<file path="src/rtl/mem_stage_if.sv">
// Byte-serial memory-controller port used by the pipeline memory stage.
// The stage is the master: it issues one byte transfer at a time and the
// controller reports completion with mc_done.
interface mem_stage_if #(
    parameter int XLEN = 32
);
    logic            mc_req;
    logic            mc_we;
    logic [XLEN-1:0] mc_addr;
    logic [7:0]      mc_wdata;
    logic [7:0]      mc_rdata;
    logic            mc_done;

    modport master (
        output mc_req,
        output mc_we,
        output mc_addr,
        output mc_wdata,
        input  mc_rdata,
        input  mc_done
    );

    modport slave (
        input  mc_req,
        input  mc_we,
        input  mc_addr,
        input  mc_wdata,
        output mc_rdata,
        output mc_done
    );
endinterface

</file>
<file path="src/rtl/mem_stage.sv">
// Memory-access stage of the five-stage RV32I pipeline.
// ALU results pass straight through with zero latency. Loads and stores run
// as byte-serial transfers (little-endian) over the memory-controller port
// while the stage holds the upstream pipeline with stallreq_mem. The
// write-back triple is presented for exactly one cycle when an access ends.
module mem_stage #(
    parameter int XLEN       = 32,
    parameter int REG_ADDR_W = 5
) (
    input  logic                  clk,
    input  logic                  rst,
    input  logic [REG_ADDR_W-1:0] ex_wd,
    input  logic                  ex_wreg,
    input  logic [XLEN-1:0]       ex_wdata,
    input  logic                  mem_ld,
    input  logic                  mem_st,
    input  logic [2:0]            mem_funct3,
    input  logic [XLEN-1:0]       mem_addr,
    input  logic [XLEN-1:0]       mem_sdata,
    output logic [REG_ADDR_W-1:0] mem_wd,
    output logic                  mem_wreg,
    output logic [XLEN-1:0]       mem_wdata,
    output logic                  stallreq_mem,
    mem_stage_if.master           mc
);

    typedef enum logic [1:0] {
        ST_IDLE   = 2'd0,
        ST_ACCESS = 2'd1,
        ST_DONE   = 2'd2
    } state_t;

    state_t          state_r, state_s;
    logic [1:0]      cnt_r, cnt_s;
    logic [XLEN-1:0] lbuf_r, lbuf_s;
    logic            mem_op_s;
    logic [1:0]      last_cnt_s;
    logic [XLEN-1:0] sdata_shift_s;

    // Index of the final byte of an access; the reserved size 11 acts as a word.
    function automatic logic [1:0] last_byte(input logic [1:0] size);
        logic [1:0] res;
        case (size)
            2'b00:   res = 2'd0;
            2'b01:   res = 2'd1;
            default: res = 2'd3;
        endcase
        return res;
    endfunction

    // Sign- or zero-extend the assembled load bytes to XLEN.
    function automatic logic [XLEN-1:0] extend_load(input logic [XLEN-1:0] raw,
                                                    input logic [2:0]      f3);
        logic [XLEN-1:0] res;
        case (f3[1:0])
            2'b00:   res = f3[2] ? {{(XLEN-8){1'b0}}, raw[7:0]}
                             : {{(XLEN-8){raw[7]}}, raw[7:0]};
            2'b01:   res = f3[2] ? {{(XLEN-16){1'b0}}, raw[15:0]}
                             : {{(XLEN-16){raw[15]}}, raw[15:0]};
            default: res = raw;
        endcase
        return res;
    endfunction

    assign mem_op_s      = mem_ld | mem_st;
    assign last_cnt_s    = last_byte(mem_funct3[1:0]);
    assign sdata_shift_s = mem_sdata >> {cnt_r, 3'b000};

    // State, byte counter and load buffer registers; reset clears them at once.
    always_ff @(posedge clk or negedge rst) begin
        if (!rst) begin
            state_r <= ST_IDLE;
            cnt_r   <= 2'd0;
            lbuf_r  <= {XLEN{1'b0}};
        end else begin
            state_r <= state_s;
            cnt_r   <= cnt_s;
            lbuf_r  <= lbuf_s;
        end
    end

    // Next-state, datapath update and all outputs; every output is forced to zero during reset.
    always_comb begin
        state_s      = state_r;
        cnt_s        = cnt_r;
        lbuf_s       = lbuf_r;
        mem_wd       = {REG_ADDR_W{1'b0}};
        mem_wreg     = 1'b0;
        mem_wdata    = {XLEN{1'b0}};
        stallreq_mem = 1'b0;
        mc.mc_req    = 1'b0;
        mc.mc_we     = 1'b0;
        mc.mc_addr   = {XLEN{1'b0}};
        mc.mc_wdata  = 8'd0;
        if (rst) begin
            case (state_r)
                ST_IDLE: begin
                    mem_wd = ex_wd;
                    if (mem_op_s) begin
                        stallreq_mem = 1'b1;
                        cnt_s        = 2'd0;
                        lbuf_s       = {XLEN{1'b0}};
                        state_s      = ST_ACCESS;
                    end else begin
                        mem_wreg  = ex_wreg;
                        mem_wdata = ex_wdata;
                    end
                end
                ST_ACCESS: begin
                    mem_wd       = ex_wd;
                    stallreq_mem = 1'b1;
                    mc.mc_req    = 1'b1;
                    mc.mc_we     = mem_st & ~mem_ld;
                    mc.mc_addr   = mem_addr + {{(XLEN-2){1'b0}}, cnt_r};
                    mc.mc_wdata  = sdata_shift_s[7:0];
                    if (mc.mc_done) begin
                        if (mem_ld) begin
                            case (cnt_r)
                                2'd0:    lbuf_s[7:0]   = mc.mc_rdata;
                                2'd1:    lbuf_s[15:8]  = mc.mc_rdata;
                                2'd2:    lbuf_s[23:16] = mc.mc_rdata;
                                default: lbuf_s[31:24] = mc.mc_rdata;
                            endcase
                        end else begin
                            lbuf_s = lbuf_r;
                        end
                        if (cnt_r == last_cnt_s) begin
                            state_s = ST_DONE;
                        end else begin
                            cnt_s = cnt_r + 2'd1;
                        end
                    end else begin
                        state_s = ST_ACCESS;
                    end
                end
                ST_DONE: begin
                    mem_wd  = ex_wd;
                    state_s = ST_IDLE;
                    if (mem_ld) begin
                        mem_wreg  = ex_wreg;
                        mem_wdata = extend_load(lbuf_r, mem_funct3);
                    end else begin
                        mem_wreg  = 1'b0;
                        mem_wdata = {XLEN{1'b0}};
                    end
                end
                default: begin
                    state_s = ST_IDLE;
                end
            endcase
        end else begin
            state_s = ST_IDLE;
        end
    end

endmodule

</file>
<file path="src/flat_wrapper.sv">
// flat-port wrapper written by rule: the top's interface ports become plain ports
module mem_stage_flat 
#(
    parameter int XLEN       = 32,
    parameter int REG_ADDR_W = 5
)
  (clk, rst, ex_wd, ex_wreg, ex_wdata, mem_ld, mem_st, mem_funct3, mem_addr, mem_sdata, mem_wd, mem_wreg, mem_wdata, stallreq_mem, mc_mc_req, mc_mc_we, mc_mc_addr, mc_mc_wdata, mc_mc_rdata, mc_mc_done);
  mem_stage_if #(.XLEN(XLEN)) mc_i ();
  input  logic clk;
  input  logic rst;
  input  logic [REG_ADDR_W-1:0] ex_wd;
  input  logic ex_wreg;
  input  logic [XLEN-1:0] ex_wdata;
  input  logic mem_ld;
  input  logic mem_st;
  input  logic [2:0] mem_funct3;
  input  logic [XLEN-1:0] mem_addr;
  input  logic [XLEN-1:0] mem_sdata;
  output logic [REG_ADDR_W-1:0] mem_wd;
  output logic mem_wreg;
  output logic [XLEN-1:0] mem_wdata;
  output logic stallreq_mem;
  output wire logic [$bits(mc_i.mc_req)-1:0] mc_mc_req;
  output wire logic [$bits(mc_i.mc_we)-1:0] mc_mc_we;
  output wire logic [$bits(mc_i.mc_addr)-1:0] mc_mc_addr;
  output wire logic [$bits(mc_i.mc_wdata)-1:0] mc_mc_wdata;
  input wire logic [$bits(mc_i.mc_rdata)-1:0] mc_mc_rdata;
  input wire logic [$bits(mc_i.mc_done)-1:0] mc_mc_done;
  assign mc_mc_req = mc_i.mc_req;
  assign mc_mc_we = mc_i.mc_we;
  assign mc_mc_addr = mc_i.mc_addr;
  assign mc_mc_wdata = mc_i.mc_wdata;
  assign mc_i.mc_rdata = mc_mc_rdata;
  assign mc_i.mc_done = mc_mc_done;
  mem_stage #(.XLEN(XLEN), .REG_ADDR_W(REG_ADDR_W)) u_core (.clk(clk), .rst(rst), .ex_wd(ex_wd), .ex_wreg(ex_wreg), .ex_wdata(ex_wdata), .mem_ld(mem_ld), .mem_st(mem_st), .mem_funct3(mem_funct3), .mem_addr(mem_addr), .mem_sdata(mem_sdata), .mem_wd(mem_wd), .mem_wreg(mem_wreg), .mem_wdata(mem_wdata), .stallreq_mem(stallreq_mem), .mc(mc_i));
endmodule
</file>
<file path="config.mk">
export PLATFORM = sky130hd
export DESIGN_NAME = mem_stage_flat
export DESIGN_NICKNAME = d
export VERILOG_FILES = /design/src/rtl/mem_stage_if.sv /design/src/rtl/mem_stage.sv /design/src/flat_wrapper.sv
export SDC_FILE = /design/constraint.sdc
export NUM_CORES = 1
export LEC_CHECK = 0
export ABC_AREA = 1
export CAP_MARGIN = 20
export CORE_MARGIN = 2
export CORE_UTILIZATION = 43
export DETAILED_ROUTE_END_ITERATION = 8
export GPL_ROUTABILITY_DRIVEN = 0
export PLACE_DENSITY = 0.85
export SKIP_LAST_GASP = 1
export SYNTH_ARGS = -nofsm -noshare
export SYNTH_HDL_FRONTEND = slang
export SYNTH_SLANG_ARGS = --single-unit
</file>
<file path="constraint.sdc">
create_clock -name clk -period 3.35 [get_ports clk]
set_input_delay 0.5025 -clock clk [delete_from_list [all_inputs] [get_ports clk]]
set_output_delay 0.5025 -clock clk [all_outputs]
set_load 0.005 [all_outputs]
</file>
==> impl_metrics.ini <==
[timing]
final-max-slew-violation-count = 0
worst_slack_ns = 0.0865
tightest_slew_ns = 0.664
setup_violations = 0
fmax_mhz = 306
fin_skew_ns = 0.00709
min_period_ns = 3.26
max_slew_margin_pct = 55.3
hold_violations = 0
min_period_over_period_pct = 97.4
fin_setup_tns_ns = 0
holdWs_ns = 0.350

[global_route]
grt_overflow = 0
grtUsageTotal_pct = 27.6
antenna_found_initial = 0
grt_pass1_wl_um = 21800
grt_max_degree = 42
grt_pass1_vias = 4575

[routing]
drt_pre_antenna_iters = 7
wirelength_um = 13500
drc = 0
drtAntennaViolNets = 0
via_count = 4885
wire_per_inst_um = 14.8
first_iter_violations = 293
vias_per_cell = 5.33

[yosys]
synth.most_common_cell = nand2_1
synthCells = 616
synth_ff_type = dfrtp_1
synth_top_area_share_pct = 24.4
synth_commonest_cells = nand2_1 (180), nor2_1 (124), a21oi_1 (63)
yosysTopAreaCell = dfrtp_1
yosys-top-cells-area = dfrtp_1 (24%), nand2_1 (18%), nor2_1 (13%)
syn_nets = 741
synth_edf_count = 0
ys_seq_area_share_pct = 24.4
synth_seq_cells = 36
synth_cell_types = 32
synth.avg_cell_area_um2 = 5.99
synth_area_mm2 = 0.00369
async_flop_share_pct = 100
synth_warnings = 0

[floorplan]
io_pins = 199
row_count = 33
start_util_pct = 44.7
die_area_mm2 = 0.00934
die_w_um = 96.6
core_mm2 = 0.00826
die_y_um = 96.6

[critical_path]
arrival_ns = 2.76
cp_data_required_time_ns = 2.85
r2r_cells = 8
cp_num_buf_inv = 2
max_stage_delay_ns = 0.52
path_max_fanout = 5
slowest_stage = clkdlybuf4s50_1
reg2reg_to = u_core.lbuf_r[23]$_DFFE_PN0P_
critPathKind = in -> out
timing.rr.start = u_core.cnt_r[0]$_DFFE_PN0P_
endpoint_kind = output pin
path_cells = clkdlybuf4s50_1 > ha_2 > fa_2 > nand2_1 > nor2_4 > nand3_4 > nor3_1 > nor2_1 > nor2_1 > clkdlybuf4s50_1
start_kind = input pin
r2r_setup_slack_ns = 1.18
critPathTopFamily = buffers and inverters
cp_num_cells = 10

[cts]
cts_buffer_depth = 2
cts_inserted_buffers = 5
htree_num_levels = 2
cts_root_buffer = clkbuf_8
clk_latency_ns = 0.29
clk_pin_slew_ns = 0.07
cts-hold-fix-buffers = 0
cts_tree = built
clkSinkCount = 36

[run_status]
status = finished, final reports clean

[pwr]
ir_worst_vdd_mv = 0.190
p_leak_nw = 2.45
powerDensity_mw_per_mm2 = 399
power_mw = 2.36

[place]
dp_cells = 904
io_buffers = 198
hpwl_um = 10700
placed_area_mm2 = 0.00573
dpl_worst_slack_ns = 0.0209

[final_layout]
nNetsFinal = 935
drive_gt1_share_pct = 9.37
synthToLayoutAreaGrowth_pct = 60.2
final_cells = 916
fin_area_mm2 = 0.00591
antenna_cells = 0
utilization_pct = 71.6

[flow_run]
maxCapViolations = 0

[min_path]
holdCritPathClass = in -> async
-- layer usage --
layer	vias to the layer above	share of wire, %	wire, um	track usage [%]
li1	2393	-	-	-
met1	2202	40	5350	33.6
met2	251	50	6700	49.1
met3	39	7.8	1060	4.48
met4	0	3.0	412	10.1
met5	-	0	0	0
-- flip-flops by register name, summed over array words and instances, names as in the netlist --
name / cells
u_core.state_r: 2
u_core.cnt_r: 2
u_core.lbuf_r: 32
-- what timing repair did --
action / CTS / global route
endpoints found under the hold margin: 0 / 0
gates resized for setup: 0 / 12
buffers inserted: 0 / 4
endpoints found under the setup margin: 0 / 15
-- power breakdown --
part | leakage [nW] | switching (mW) | internal (mW)
combinational | 1.92 | 0.699 | 0.560
sequential | 0.476 | 0.116 | 0.608
clock | 0.0552 | 0.153 | 0.221
total | 2.45 | 0.968 | 1.39
-- placed cells by master (no fill, tap or decap), types with 2 or more instances in the layout --
| cell type | n |
|---|---|
| nand3_1 | 23 |
| o211ai_1 | 16 |
| inv_2 | 4 |
| inv_1 | 36 |
| o21ai_2 | 26 |
| clkinv_1 | 4 |
| nand2_1 | 180 |
| nor2_1 | 121 |
| nand3b_1 | 2 |
| o21ai_0 | 38 |
| a21oi_1 | 63 |
| nand3_2 | 3 |
| clkdlybuf4s50_1 | 192 |
| nor3_1 | 6 |
| nor2_2 | 6 |
| clkbuf_8 | 5 |
| dfrtp_1 | 36 |
| dlymetal6s2s_1 | 5 |
| nand2_2 | 3 |
| nand2_4 | 4 |
| nand4_1 | 2 |
| nor2_4 | 5 |
| ha_1 | 5 |
| buf_4 | 12 |
| xnor2_1 | 2 |
-- worst max-delay path by stage --
stage                                end         from  slack [ns]
after global routing      mc_mc_addr[24]  mem_addr[0]      -0.006
after detailed placement  mc_mc_addr[22]  mem_addr[0]        0.02
after CTS                 mc_mc_addr[22]  mem_addr[0]      0.0007
final                     mc_mc_addr[26]  mem_addr[0]        0.09
after global placement    mc_mc_addr[22]  mem_addr[0]        0.09
after floorplan           mc_mc_addr[24]  mem_addr[0]        1.13
-- cells by family after synthesis --
| kind of cell | synth area share (%) |
|---|---|
| adder cells (fa/ha/maj) | 2.58 |
| AO/OA/AOI/OAI | 24.2 |
| XOR/XNOR | 0.475 |
| buffers and inverters | 8.10 |
| flip-flops | 24.4 |
| AND/OR/NAND/NOR | 40.2 |
-- cell type report --
type,instances,area [um^2]
clock buffer,6,72.6
clock inverter,2,35.0
fill,690,2350
inverter,45,171
multi-input combinational,512,2520
sequential,36,901
tap,105,131
timing repair buffer,210,2080
(Power assumes the default switching activity.)
